==> config.mk <==
export PLATFORM = sky130hd
export DESIGN_NAME = binary_add_arb_flat
export DESIGN_NICKNAME = d
export VERILOG_FILES = /design/src/rtl/binary_add_arb_if.sv /design/src/rtl/binary_add_arb.sv /design/src/flat_wrapper.sv
export SDC_FILE = /design/constraint.sdc
export NUM_CORES = 1
export LEC_CHECK = 0
export CAP_MARGIN = 20
export CORE_MARGIN = 1.5
export CORE_UTILIZATION = 30
export DETAILED_ROUTE_END_ITERATION = 8
export MAX_ROUTING_LAYER = met4
export PLACE_DENSITY = 0.63
export SLEW_MARGIN = 20
export SYNTH_ARGS = -nofsm -noshare
export SYNTH_HDL_FRONTEND = slang
export SYNTH_SLANG_ARGS = --single-unit
==> constraint.sdc <==
create_clock -name clk -period 3 [get_ports clk]
set_input_delay 0.6 -clock clk [delete_from_list [all_inputs] [get_ports clk]]
set_output_delay 0.6 -clock clk [all_outputs]
set_load 0.01 [all_outputs]
==> src/rtl/binary_add_arb_if.sv <==
// ----------------------------------------------------------------------------
// binary_add_arb_if
// Bus bundle between four requesters, the arbiter, the external shared
// 10-bit adder and the result consumer.
//   req/op_a/op_b   : requester side (4 requesters, 10-bit slices per operand)
//   gnt             : one-hot grant back to the requesters
//   add_a/add_b/en  : operands/enable driven to the shared adder
//   add_s           : registered sum returned by the adder
//   res_*           : valid/ready result channel to the consumer
// modport slave  : arbiter view (binary_add_arb)
// modport master : environment view (requesters, adder, consumer)
// ----------------------------------------------------------------------------
interface binary_add_arb_if;
    logic [3:0]  req;
    logic [39:0] op_a;
    logic [39:0] op_b;
    logic [3:0]  gnt;
    logic [9:0]  add_a;
    logic [9:0]  add_b;
    logic        add_en;
    logic [9:0]  add_s;
    logic        res_valid;
    logic        res_ready;
    logic [9:0]  res_data;
    logic [1:0]  res_id;
    logic        res_ovf;

    modport slave (
        input  req, op_a, op_b, add_s, res_ready,
        output gnt, add_a, add_b, add_en, res_valid, res_data, res_id, res_ovf
    );

    modport master (
        output req, op_a, op_b, add_s, res_ready,
        input  gnt, add_a, add_b, add_en, res_valid, res_data, res_id, res_ovf
    );
endinterface

==> src/rtl/binary_add_arb.sv <==
// ----------------------------------------------------------------------------
// binary_add_arb
// Round-robin arbiter that time-shares one external registered 10-bit adder
// among four requesters. One operation walks IDLE -> EXEC -> CAPT -> RESP:
//   IDLE : pick winner (search from ptr+1), latch its operands, raise gnt
//   EXEC : add_en=1 so the adder registers A+B on the exiting edge
//   CAPT : adder sum is now on add_s; capture it into the result regs
//   RESP : hold the result until res_ready
// Ports:
//   clk    : rising-edge clock
//   rst_n  : asynchronous active-low reset
//   bus    : binary_add_arb_if.slave (requests, adder link, result channel)
// Build option:
//   ADD_ARB_OVF_EN : when defined, the carry-out of the winner's 11-bit sum
//                    is latched at grant and reported on res_ovf; otherwise
//                    res_ovf is tied to 0 and no carry logic exists.
// ----------------------------------------------------------------------------
module binary_add_arb (
    input  logic                  clk,
    input  logic                  rst_n,
    binary_add_arb_if.slave       bus
);
    localparam int NREQ = 4;
    localparam int W    = 10;

    typedef enum logic [1:0] {IDLE, EXEC, CAPT, RESP} state_t;

    state_t         state_q, state_d;
    logic [1:0]     ptr_q, ptr_d;
    logic [1:0]     win_q, win_d;
    logic [NREQ-1:0] gnt_q, gnt_d;
    logic [W-1:0]   add_a_q, add_a_d;
    logic [W-1:0]   add_b_q, add_b_d;
    logic           add_en_q, add_en_d;
    logic           res_valid_q, res_valid_d;
    logic [W-1:0]   res_data_q, res_data_d;
    logic [1:0]     res_id_q, res_id_d;

    // Round-robin search: candidates ptr+1, ptr+2, ptr+3, ptr (2-bit wrap).
    logic [1:0]     rr_idx;
    logic [1:0]     rr_cand;
    logic           rr_hit;

    always_comb begin
        rr_idx  = ptr_q;
        rr_cand = ptr_q;
        rr_hit  = 1'b0;
        for (int k = 1; k <= NREQ; k++) begin
            rr_cand = ptr_q + 2'(k);
            if (!rr_hit && bus.req[rr_cand]) begin
                rr_hit = 1'b1;
                rr_idx = rr_cand;
            end
        end
    end

    logic [W-1:0] sel_a;
    logic [W-1:0] sel_b;
    assign sel_a = bus.op_a[int'(rr_idx)*W +: W];
    assign sel_b = bus.op_b[int'(rr_idx)*W +: W];

`ifdef ADD_ARB_OVF_EN
    // Carry is computed on the operands directly since the external adder
    // only returns 10 bits.
    logic [W:0] carry_sum;
    logic       ovf_q, ovf_d;
    logic       res_ovf_q, res_ovf_d;
    assign carry_sum = {1'b0, sel_a} + {1'b0, sel_b};
`endif

    always_comb begin
        state_d     = state_q;
        ptr_d       = ptr_q;
        win_d       = win_q;
        gnt_d       = gnt_q;
        add_a_d     = add_a_q;
        add_b_d     = add_b_q;
        add_en_d    = add_en_q;
        res_valid_d = res_valid_q;
        res_data_d  = res_data_q;
        res_id_d    = res_id_q;
`ifdef ADD_ARB_OVF_EN
        ovf_d       = ovf_q;
        res_ovf_d   = res_ovf_q;
`endif
        case (state_q)
            IDLE: begin
                if (rr_hit) begin
                    state_d  = EXEC;
                    ptr_d    = rr_idx;
                    win_d    = rr_idx;
                    gnt_d    = NREQ'(1) << rr_idx;
                    add_a_d  = sel_a;
                    add_b_d  = sel_b;
                    add_en_d = 1'b1;
`ifdef ADD_ARB_OVF_EN
                    ovf_d    = carry_sum[W];
`endif
                end
            end
            EXEC: begin
                // Adder registers A+B on this exiting edge.
                state_d  = CAPT;
                gnt_d    = '0;
                add_en_d = 1'b0;
            end
            CAPT: begin
                state_d     = RESP;
                res_data_d  = bus.add_s;
                res_id_d    = win_q;
                res_valid_d = 1'b1;
`ifdef ADD_ARB_OVF_EN
                res_ovf_d   = ovf_q;
`endif
            end
            RESP: begin
                if (bus.res_ready) begin
                    state_d     = IDLE;
                    res_valid_d = 1'b0;
                end
            end
            default: state_d = IDLE;
        endcase
    end

    always_ff @(posedge clk or negedge rst_n) begin
        if (!rst_n) begin
            state_q     <= IDLE;
            ptr_q       <= 2'd3;
            win_q       <= '0;
            gnt_q       <= '0;
            add_a_q     <= '0;
            add_b_q     <= '0;
            add_en_q    <= 1'b0;
            res_valid_q <= 1'b0;
            res_data_q  <= '0;
            res_id_q    <= '0;
`ifdef ADD_ARB_OVF_EN
            ovf_q       <= 1'b0;
            res_ovf_q   <= 1'b0;
`endif
        end else begin
            state_q     <= state_d;
            ptr_q       <= ptr_d;
            win_q       <= win_d;
            gnt_q       <= gnt_d;
            add_a_q     <= add_a_d;
            add_b_q     <= add_b_d;
            add_en_q    <= add_en_d;
            res_valid_q <= res_valid_d;
            res_data_q  <= res_data_d;
            res_id_q    <= res_id_d;
`ifdef ADD_ARB_OVF_EN
            ovf_q       <= ovf_d;
            res_ovf_q   <= res_ovf_d;
`endif
        end
    end

    assign bus.gnt       = gnt_q;
    assign bus.add_a     = add_a_q;
    assign bus.add_b     = add_b_q;
    assign bus.add_en    = add_en_q;
    assign bus.res_valid = res_valid_q;
    assign bus.res_data  = res_data_q;
    assign bus.res_id    = res_id_q;
`ifdef ADD_ARB_OVF_EN
    assign bus.res_ovf   = res_ovf_q;
`else
    assign bus.res_ovf   = 1'b0;
`endif

endmodule

==> src/flat_wrapper.sv <==
// flat-port wrapper written by rule: the top's interface ports become plain ports
module binary_add_arb_flat 
  (clk, rst_n, bus_req, bus_op_a, bus_op_b, bus_add_s, bus_res_ready, bus_gnt, bus_add_a, bus_add_b, bus_add_en, bus_res_valid, bus_res_data, bus_res_id, bus_res_ovf);
  binary_add_arb_if bus_i ();
  input  logic clk;
  input  logic rst_n;
  input wire logic [$bits(bus_i.req)-1:0] bus_req;
  input wire logic [$bits(bus_i.op_a)-1:0] bus_op_a;
  input wire logic [$bits(bus_i.op_b)-1:0] bus_op_b;
  input wire logic [$bits(bus_i.add_s)-1:0] bus_add_s;
  input wire logic [$bits(bus_i.res_ready)-1:0] bus_res_ready;
  output wire logic [$bits(bus_i.gnt)-1:0] bus_gnt;
  output wire logic [$bits(bus_i.add_a)-1:0] bus_add_a;
  output wire logic [$bits(bus_i.add_b)-1:0] bus_add_b;
  output wire logic [$bits(bus_i.add_en)-1:0] bus_add_en;
  output wire logic [$bits(bus_i.res_valid)-1:0] bus_res_valid;
  output wire logic [$bits(bus_i.res_data)-1:0] bus_res_data;
  output wire logic [$bits(bus_i.res_id)-1:0] bus_res_id;
  output wire logic [$bits(bus_i.res_ovf)-1:0] bus_res_ovf;
  assign bus_i.req = bus_req;
  assign bus_i.op_a = bus_op_a;
  assign bus_i.op_b = bus_op_b;
  assign bus_i.add_s = bus_add_s;
  assign bus_i.res_ready = bus_res_ready;
  assign bus_gnt = bus_i.gnt;
  assign bus_add_a = bus_i.add_a;
  assign bus_add_b = bus_i.add_b;
  assign bus_add_en = bus_i.add_en;
  assign bus_res_valid = bus_i.res_valid;
  assign bus_res_data = bus_i.res_data;
  assign bus_res_id = bus_i.res_id;
  assign bus_res_ovf = bus_i.res_ovf;
  binary_add_arb u_core (.clk(clk), .rst_n(rst_n), .bus(bus_i));
endmodule
### After elaboration in Yosys (flattened, before gate mapping)

Index checks and enable logic that the tools add are counted.

| operators by class | value |
|---|---|
| $add $sub $neg | 3 |
| $mul | 1 |
| order comparisons | 4 |
| equality and inequality tests | 5 |
| shift-type cells | 3 |
| mux-type cells | 25 |
| reduce and logical (&&, ||, !) cells | 13 |

Operators with widths:

| cell | number |
|---|---|
| variable part select 40 x 32 -> 10 bit | 2 |
| less-than comparator 2 x 3 -> 1 bit, second input constant | 4 |
| 2-to-1 mux 2 bit | 6 |
| 2-to-1 mux 1 bit | 10 |
| binary-select mux 1 bit (select 2 bit) | 4 |
| case mux 2 bit (4 select lines) | 1 |
| case mux 4 bit (2 select lines) | 1 |
| AND reduction 2 bit | 4 |
| multiplier 2 x 3 -> 5 bit, second input constant | 1 |
| adder 2 bit, second input constant | 2 |
| equality test 2 bit, second input constant | 2 |
| 2-to-1 mux 4 bit | 1 |
| case mux 1 bit (2 select lines) | 2 |
| nonzero test 2 bit | 2 |
| << shifter 1 x 2 -> 4 bit, first input constant | 1 |
| logical AND 1 bit | 3 |
| logical NOT 1 bit | 3 |
| adder 2 x 1 -> 2 bit, second input constant | 1 |
| equality test 2 x 1 -> 1 bit, second input constant | 1 |
| logical NOT 2 bit | 1 |
| != test 2 x 1 -> 1 bit, second input constant | 1 |
| != test 2 bit, second input constant | 1 |

| storage, ports and cells | value |
|---|---|
| flip-flop bits (word level) | 44 |
| word-level logic and storage cells | 64 |

### Depth between registers and ports, before layout

Gate-level depths: netlist (run 1).

| logic depth | value |
|---|---|
| depth in word-level cells | 16 |
| mapped depth | 7 |
| mapped depth without buffers | 7 |

### Worst setup path before layout (run 1)

OpenSTA, ideal clock, no wires.

| timing | value |
|---|---|
| path type | input to register |
| start point | input port bus_req[1] |
| end point | register u_core.add_a_q[3], in the netlist u_core.bus.add_a[3] |
| data arrival time | 1664 ps |
| setup slack | 1204 ps |
| stages on the path | 7 |
| cell sequence | nor2b_2 > a21oi_1 > o221a_4 > buf_12 > buf_12 > mux2i_1 > o221ai_2 |

| between the ends | value |
|---|---|
| cells in the longest elaborated chain, start to end | 14 |
| elaborated cells on any way between the ends | 25 |

Ends and longest elaborated chain:

| item | line | RTL |
|---|---|---|
| from (decl) | flat_wrapper.sv:7 | `input wire logic [$bits(bus_i.req)-1:0] bus_req;` |
| binary-select mux 1 bit (select 2 bit) | binary_add_arb.sv:50 | `if (!rr_hit && bus.req[rr_cand]) begin` |
| 2-to-1 mux 1 bit (implied by the code) | binary_add_arb.sv:50 |  |
| 2-to-1 mux 1 bit | binary_add_arb.sv:50 |  |
| logical NOT 1 bit | binary_add_arb.sv:50 |  |
| logical AND 1 bit | binary_add_arb.sv:50 |  |
| 2-to-1 mux 1 bit | binary_add_arb.sv:50 |  |
| logical NOT 1 bit | binary_add_arb.sv:50 |  |
| logical AND 1 bit | binary_add_arb.sv:50 |  |
| 2-to-1 mux 1 bit | binary_add_arb.sv:50 |  |
| logical NOT 1 bit | binary_add_arb.sv:50 |  |
| logical AND 1 bit | binary_add_arb.sv:50 |  |
| 2-to-1 mux 2 bit | binary_add_arb.sv:50 |  |
| multiplier 2 x 3 -> 5 bit | binary_add_arb.sv:59 | `assign sel_a = bus.op_a[int'(rr_idx)*W +: W];` |
| variable part select 40 x 32 -> 10 bit | binary_add_arb.sv:59 |  |
| to (signal assigned) | binary_add_arb.sv:132 | `add_a_q <= '0;` |
| to (signal assigned) | binary_add_arb.sv:147 | `add_a_q <= add_a_d;` |
| to (decl) | binary_add_arb.sv:32 | `logic [W-1:0] add_a_q, add_a_d;` |

Several ways; a longest one is shown, not always the timed one. The select of a mux whose other input is x is not followed.
A chain may end at the register's enable or synchronous reset.

### Worst setup path after layout (run 1)

| timing | value |
|---|---|
| start point | input port bus_req[2] |
| end point | register u_core.gnt_q[1], in the netlist u_core.bus.gnt[1] |

| between the ends | value |
|---|---|
| cells in the longest elaborated chain, start to end | 15 |
| elaborated cells on any way between the ends | 27 |

Ends and longest elaborated chain:

| item | line | RTL |
|---|---|---|
| binary-select mux 1 bit (select 2 bit) | binary_add_arb.sv:50 |  |
| 2-to-1 mux 1 bit (implied by the code) | binary_add_arb.sv:50 |  |
| 2-to-1 mux 1 bit | binary_add_arb.sv:50 |  |
| logical NOT 1 bit | binary_add_arb.sv:50 |  |
| logical AND 1 bit | binary_add_arb.sv:50 |  |
| 2-to-1 mux 1 bit | binary_add_arb.sv:50 |  |
| logical NOT 1 bit | binary_add_arb.sv:50 |  |
| logical AND 1 bit | binary_add_arb.sv:50 |  |
| 2-to-1 mux 1 bit | binary_add_arb.sv:50 |  |
| logical NOT 1 bit | binary_add_arb.sv:50 |  |
| logical AND 1 bit | binary_add_arb.sv:50 |  |
| 2-to-1 mux 2 bit | binary_add_arb.sv:50 |  |
| << shifter 1 x 2 -> 4 bit | binary_add_arb.sv:92 | `gnt_d = NREQ'(1) << rr_idx;` |
| 2-to-1 mux 4 bit | binary_add_arb.sv:88 | `if (rr_hit) begin` |
| case mux 4 bit (2 select lines) | binary_add_arb.sv:86 | `case (state_q)` |
| to (signal assigned) | binary_add_arb.sv:146 | `gnt_q <= gnt_d;` |
| to (decl) | binary_add_arb.sv:31 | `logic [NREQ-1:0] gnt_q, gnt_d;` |

Several ways; a longest one is shown, not always the timed one. The select of a mux whose other input is x is not followed.

==> flow_summary.toml, run 1 <==
[outcome]
status = "finished clean"

[pwr]
peakVddDrop_mv = 0.4796
p_leak_uw = 0.001681
powerDensity_nw_per_um2 = 907.8

[setup_path]
cp.arrival_ns = 2.67
r2r_setup_slack_ns = 0.90
cp-start-kind = "input port"
critPathKind = "input port to flip-flop"
critPathLaunch = "bus_req[2]"
r2r_start = "u_core.state_q[1]"
cp_slowest_cell = "a21o_1"
crit_chain = "clkdlybuf4s50_1, nor4_1, nand2b_1, a21o_1, a2bb2oi_1, o21ai_1"
critPathBufInv = 1
cp_top_family = "compound AO/OA/AOI/OAI gates"
cpPeakStageDelay_ns = 0.63
ff2ff_path_depth = 7
required_ns = 3.18
end_kind = "flip-flop"
timing.rr.end = "u_core.bus.add_a[0]"
critPathMaxFanout = 21

[floorplanning]
core_sq_um = 7767
dieArea_sq_um = 8571
die_width_microns = 92.58
fp.dieH_microns = 92.58
ioPinCount = 136
initial_core_util_pct = 30.99
fp-row-count = 32

[sta]
max_freq_ghz = 0.4022
setup_viol = 0
period_minus_slack_ns = 2.486
hold_slack_ns = 0.2985
tightest_slew_ns = 0.8158
fin_skew_ns = 0.007395
min_period_over_period_pct = 82.88
hold_viol = 0
tns_ns = 0
worst_slew_margin_rel_pct = 45.61
rsz0062_at_grt = "no"
slew_violations = 0

[yosys]
postSynth.asyncResetShare_pct = 100.0
synth_warnings = 0
yosys.cell_types.count = 34
yosysSeqAreaShare_pct = 45.84
syn_nets = 313
ys.flop_type = "dfrtp_1"
synth_area_leader_cell = "dfrtp_1"
synth_area_leaders = "dfrtp_1, mux2i_1, o221ai_1"
synth_edf_count = 0
synth_top_cell_area_share_pct = 43.66
synthCells = 211
yosysMostFrequentCell = "dfrtp_1"
synth_area_per_cell_sq_um = 11.41
ys_top_cells_by_count = "dfrtp_1, mux2i_1, nand2_1"
syn_area_sq_um = 2407
ys_seq_elements = 44

[clock_tree]
cts_buffers = 5
cts-root-buf = "clkbuf_8"
clk_latency_ns = 0.30
postCtsSetupRepairBufs = 0
cts_hold_buf = 0
cts_buffer_depth = 2
clk_pin_slew_ns = 0.08
h-tree-depth = 2
clock_sinks = 44
cts_tree = "built"
ctsResizeCount = 0

[cells_and_area]
final_cells = 444
areaGrowthSynthToFinish_pct = 61.49
finalNetCount = 443
fillers = 723
fin_util_pct = 50.05
fin_area_sq_um = 3887
antenna_cells = 0
drive_gt1_share_pct = 9.649

[min_path]
min_path_type = "input port to async pin"

[run]
maxCapViolCount = 0

[global_route]
track_usage_pct = 16.51
grt_util_met1_pct = 21.68
grt_max_degree = 45
grt_pass1_wl_microns = 10810
overflow = 0
grt_use_met2_pct = 25.55
antenna_found_initial = 0
grt_pass1_vias = 2122
gr-usage-met3_pct = 3.612
busiest_layer = "met2"

[placement]
port_buffers = 134
hpwl_microns = 5096
place.gp.congestion = 0.7451
placedCellCount = 436
dpl_cell_area_sq_um = 3792

[routing]
ant_nets = 0
drc_errors = 0
dr.pass1.iters = 6
wl_microns = 6906
routedWlPerCell_microns = 15.55
vias_per_cell = 4.847
drt_iter0_drc = 97
vias = 2152
## kinds of logic after synthesis
logic type | share of synthesized area [%]
other cells | 0.1558
compound gates | 14.19
buf+inv | 6.341
mux | 22.25
fa+ha+maj | 2.599
flops | 45.84
simple gates | 8.628
## cells in the final DEF, fill, tap and decap left out, drive strengths merged, types with 2 or more instances in the layout
master	netlist	final
nor2b	3	3
nand2	30	30
a2bb2oi	2	2
ha	5	5
a21oi	5	5
dfrtp	42	42
nor2	7	7
nand2b	2	2
clkinv	0	2
mux2i	40	40
inv	5	5
mux2	12	12
clkdlybuf4s50	0	133
clkbuf	2	6
and2	2	2
buf	13	5
o221ai	20	20
o21ai	9	9
dfstp	2	2
## worst max-delay path by stage
stage,endpoint,slack (ns),depth (start not counted)
after detailed placement,u_core.bus.gnt[1],0.15,6
after global placement,u_core.bus.gnt[1],0.22,6
after global routing,u_core.bus.add_b[7],0.23,5
after CTS,u_core.bus.gnt[1],0.48,6
final,u_core.bus.gnt[1],0.51,6
after floorplan,u_core.bus.add_a[3],1.20,7
## layout make-up
class | count | area, sq um | area share (%)
Clock buffer | 6 | 82.58 | 2.124
Clock inverter | 2 | 10.01 | 0.2575
Inverter | 5 | 18.77 | 0.4828
Multi-Input combinational cell | 147 | 1151 | 29.61
Sequential cell | 44 | 1104 | 28.39
Tap cell | 102 | 127.6 | 3.283
Timing Repair Buffer | 138 | 1394 | 35.85
## layer usage
layer,vias up,share of wire [%],wire length [microns]
met1,1030,46,3189
li1,1028,-,-
met5,-,0,0
met3,9,6.5,447
met4,0,1.4,99
met2,85,46,3169
## registers in the layout (all words and copies together), names as in the netlist
register,flops
u_core.bus.add_a,10
u_core.bus.add_b,10
u_core.bus.add_en,1
u_core.bus.gnt,4
u_core.bus.res_data,10
u_core.bus.res_id,2
u_core.bus.res_valid,1
u_core.ptr_q,2
u_core.state_q,2
u_core.win_q,2
## per-stage QoR
step / setup slack, ns / power (uW)
global route: 0.2306 / 3794
detailed placement: 0.1500 / 3179
global placement: 0.2223 / 3137
finish: 0.5138 / 3529
floorplan: 1.204 / 2344
CTS: 0.4799 / 3586
## report_power, final
group	leakage (uW)	internal (uW)	switching [uW]
logic	0.00110	1120	930
clock network	0.0000510	184	205
registers	0.000531	909	177
total	0.00168	2220	1310
## worst register-to-register path: cells and delay by family, from the launching register on
kind                     cells  cell delay (ns)
adder cells (fa/ha/maj)      1             0.22
buffers and inverters        3             0.53
AO/OA/AOI/OAI                1             0.20
flip-flops                   1             0.42
AND/OR/NAND/NOR              2             0.66
Note: power is estimated with default switching activity, not from simulation.
==> inputs of run 2 (changes only) <==
clock period = 2.5 ns   (was 3 ns; I/O delays follow)
==> flow_summary.toml, run 2 (synthesis results as in run 1) <==
[sta]
setup_viol = 0
rsz0062_at_grt = "no"
worst_slew_margin_rel_pct = 46.36
min_period_over_period_pct = 85.32
hold_viol = 0
max_freq_ghz = 0.4688
tns_ns = 0
fin_skew_ns = 0.003985
fin_ws_ns = 0.3670
period_minus_slack_ns = 2.133
slew_violations = 0
tightest_slew_ns = 0.8046

[global_route]
track_usage_pct = 16.39
grt_max_degree = 36
overflow = 0
antenna_found_initial = 0
grt_pass1_wl_microns = 10820
grt_pass1_vias = 2143

[cells_and_area]
areaGrowthSynthToFinish_pct = 63.46
finalNetCount = 450
antenna_cells = 0
drive_gt1_share_pct = 10.92
final_common_cell = "clkdlybuf4s50_1"
layout.cells.most_common_list = "clkdlybuf4s50_1, dfrtp_1, mux2i_1"
fin_area_sq_um = 3935
fin_util_pct = 50.66

[setup_path]
required_ns = 2.65
ff2ff_path_depth = 7
cp-start-kind = "input port"
r2r_start = "u_core.state_q[0]"
critPathKind = "input port to flip-flop"
critPathMaxFanout = 21
end_kind = "flip-flop"
r2r_setup_slack_ns = 0.51
crit_end = "u_core.bus.add_b[4]"
critPathLaunch = "bus_req[2]"
timing.rr.end = "u_core.bus.add_b[4]"
cp.arrival_ns = 2.28

[floorplanning]
fp.dieH_microns = 92.58
dieArea_sq_um = 8571
ioPinCount = 136
initial_core_util_pct = 30.99
die_width_microns = 92.58
fp-row-count = 32
core_sq_um = 7767

[clock_tree]
cts_hold_buf = 0
cts_buffers = 5
postCtsSetupRepairBufs = 0
h-tree-depth = 2
clk_latency_ns = 0.28
clk_pin_slew_ns = 0.08
clock_sinks = 44
ctsResizeCount = 0
cts-root-buf = "clkbuf_8"
cts_buffer_depth = 2
cts_tree = "built"

[routing]
wl_microns = 6924
routedWlPerCell_microns = 15.39
top_layer_used = "met4"
wl_met3_microns = 479
drc_errors = 0
drt_iter0_drc = 86
wl_met2_microns = 3237
vias_per_cell = 4.791
wl_met1_microns = 3181
vias = 2156
ant_nets = 0
dr.pass1.iters = 4

[pwr]
p_leak_uw = 0.001709
powerDensity_nw_per_um2 = 1082
peakVddDrop_mv = 0.5203

[placement]
pre_cts_ws_ns = 0.1137
hpwl_microns = 5416
port_buffers = 134
dpl_cell_area_sq_um = 3857
place.gp.congestion = 0.8179

[min_path]
min_path_type = "input port to async pin"

[run]
maxCapViolCount = 0

[outcome]
status = "finished clean"
## run 2: cell types whose count changed in the layout (fill, tap and decap cells not counted)
| cell | before | now |
|---|---|---|
| clkinv_2 | 2 | 1 |
| buf_4 | 3 | 8 |
| buf_12 | 2 | 3 |
| clkbuf_8 | 6 | 5 |
| buf_2 | 0 | 1 |
| clkbuf_1 | 0 | 1 |
## run 2: layout make-up
| type | instances | area [sq um] |
|---|---|---|
| Fill cell | 736 | 3832 |
| Timing Repair Buffer | 145 | 1456 |
| Multi-Input combinational cell | 147 | 1151 |
| Sequential cell | 44 | 1104 |
| Tap cell | 102 | 127.6 |
| Clock buffer | 6 | 72.57 |
| Inverter | 5 | 18.77 |
| Clock inverter | 1 | 5.005 |
## run 2: worst max-delay path, cell delays in order
cell             delay [ns]
clkdlybuf4s50_1        0.47
nor4_1                 0.54
nor2_1                 0.23
nand3_1                0.23
buf_12                 0.19
o221ai_1               0.12
## run 2: report_power, final
| part | switching [uW] | internal, uW |
|---|---|---|
| Combinational | 1120 | 1420 |
| Clock | 231 | 190 |
| Sequential | 213 | 1090 |
| Total | 1560 | 2700 |
## run 2: worst min path at each step
stage	start	endpoint	slack, ns
after global routing	rst_n	u_core.bus.res_data[0]	0.36
final	rst_n	u_core.bus.res_data[0]	0.30
after global placement	u_core.win_q[1]	u_core.win_q[1]	0.46
after detailed placement	u_core.win_q[1]	u_core.win_q[1]	0.47
after floorplan	rst_n	u_core.bus.add_a[0]	0.20
after CTS	rst_n	u_core.bus.res_data[0]	0.32
## run 2: per-stage QoR
stage	instances	total power, uW	hold WS [ns]
CTS	450	4344	0.3232
global placement	443	3847	0.4573
floorplan	211	2813	0.2044
detailed placement	443	3892	0.4669
global route	450	4570	0.3595
finish	450	4258	0.2967
## run 2: routing by layer
layer  vias up  global-route usage [%]
met5         -                       -
met4         0                   3.077
met3         2                   3.859
met2        83                   26.10
met1      1030                   21.45
li1       1041                       -
==> inputs of run 3 (changes only) <==
ABC_AREA = 0   (was not set)
CORE_UTILIZATION = 35   (was 30)
CTS_BUF_LIST = sky130_fd_sc_hd__clkbuf_8   (was not set)
PLACE_DENSITY = 0.72   (was 0.63)
==> flow_summary.toml, run 3 (synthesis results as in run 1) <==
[outcome]
status = "finished clean"

[floorplanning]
die_width_microns = 85.94
initial_core_util_pct = 35.83
ioPinCount = 136
core_sq_um = 6719
fp.dieH_microns = 85.94
fp-row-count = 30
dieArea_sq_um = 7385

[routing]
vias = 2168
vias_per_cell = 5.054
ant_nets = 0
drt_iter0_drc = 126
drc_errors = 0
routedWlPerCell_microns = 16.48
dr.pass1.iters = 4
wl_microns = 7068

[clock_tree]
cts_tree = "built"
clock_sinks = 44
clk_pin_slew_ns = 0.09
cts_hold_buf = 0
clk_latency_ns = 0.30
ctsResizeCount = 0
postCtsSetupRepairBufs = 0
h-tree-depth = 2
cts_buffer_depth = 2
cts-root-buf = "clkbuf_8"
cts_buffers = 5

[cells_and_area]
final_cells = 429
seq_area_sq_um = 1104
finalNetCount = 450
final_common_cell = "clkdlybuf4s50_1"
drive_gt1_share_pct = 11.17
multi_input_area_sq_um = 1151
areaGrowthSynthToFinish_pct = 63.57
fillers = 593
antenna_cells = 0
layout.cells.most_common_list = "clkdlybuf4s50_1, dfrtp_1, mux2i_1"
fin_util_pct = 58.60

[setup_path]
r2r_start = "u_core.state_q[0]"
critPathKind = "input port to flip-flop"
cp_top_family = "buffers and inverters"
crit_cells = 7
ff2ff_path_depth = 7
required_ns = 2.70
crit_chain = "clkdlybuf4s50_1, nor4_1, buf_4, nor2_1, nand3_1, buf_12, o221ai_1"
cp.arrival_ns = 2.25
end_kind = "flip-flop"
timing.rr.end = "u_core.bus.add_a[5]"
cp_slowest_cell = "clkdlybuf4s50_1"
critPathBufInv = 3
r2r_setup_slack_ns = 0.53
cp-start-kind = "input port"
cpPeakStageDelay_ns = 0.54
critPathMaxFanout = 17

[global_route]
overflow = 0
grt_pass1_wl_microns = 10730
antenna_found_initial = 0
track_usage_pct = 19.09
grt_max_degree = 40
grt_pass1_vias = 2226

[sta]
slew_violations = 0
setup_viol = 0
rsz0062_at_grt = "no"
hold_viol = 0
period_minus_slack_ns = 2.052
max_freq_ghz = 0.4874
tightest_slew_ns = 0.9126
tns_ns = 0
worst_slew_margin_rel_pct = 39.16
fin_ws_ns = 0.4483
min_period_over_period_pct = 82.07
fin_skew_ns = 0.01241

[run]
maxCapViolCount = 0

[placement]
hpwl_microns = 5304
place.gp.congestion = 0.8030
placedCellCount = 421
pre_cts_ws_ns = 0.1551
port_buffers = 134

[pwr]
powerDensity_nw_per_um2 = 1113
p_leak_uw = 0.001727
peakVddDrop_mv = 0.5806

[min_path]
min_path_type = "input port to async pin"
[run 3: cell types whose count changed in the layout (fill, tap and decap cells not counted), sizes merged]
| cell | change |
|---|---|
| clkbuf | -1 |
| bufinv | +1 |
| inv | +1 |
[run 3: cell type report]
cell class / instances / area share (%)
inverter: 5 / 0.4766
timing repair buffer: 145 / 36.99
clock buffer: 5 / 1.748
tap: 80 / 2.542
multi-input combinational: 147 / 29.23
sequential: 44 / 28.03
clock inverter: 3 / 0.9851
[run 3: power breakdown]
part | total, uW | internal [uW] | switching, uW
clock network | 535 | 293 | 243
logic | 2540 | 1400 | 1140
registers | 1310 | 1090 | 216
[run 3: routing by layer]
metal	global-route usage (%)	vias to the layer above	part of all wire [%]
met5	-	-	0
met4	4.252	0	1.1
met3	3.946	7	6.4
met2	31.35	81	48
met1	24.38	1036	44
li1	-	1044	-
[run 3: through the flow]
step / instance area, sq um / hold slack (ns) / power, uW
3_5_place_dp: 3830 / 0.4733 / 3891
2_1_floorplan: 2407 / 0.2044 / 2813
3_3_place_gp: 3830 / 0.4671 / 3810
5_1_grt: 3938 / 0.4020 / 4682
6_report: 3938 / 0.3260 / 4381
4_1_cts: 3938 / 0.3621 / 4446
[run 3: how the worst max path moves through the flow]
stage,to,start
4_1_cts,u_core.bus.add_a[8],bus_req[3]
3_5_place_dp,u_core.bus.add_a[8],bus_req[3]
5_1_grt,u_core.bus.add_a[5],u_core.state_q[0]
2_1_floorplan,u_core.bus.add_a[3],bus_req[1]
3_3_place_gp,u_core.bus.add_a[5],bus_req[2]
6_report,u_core.bus.add_a[5],bus_req[2]
[run 3: worst register-to-register path: stages (launching register included)]
cell and delay [ns]:
dfrtp_1 0.41, inv_1 0.12, ha_1 0.22, inv_1 0.12, nor2_1 0.35, nand3_1 0.26
buf_12 0.23, o221ai_1 0.17
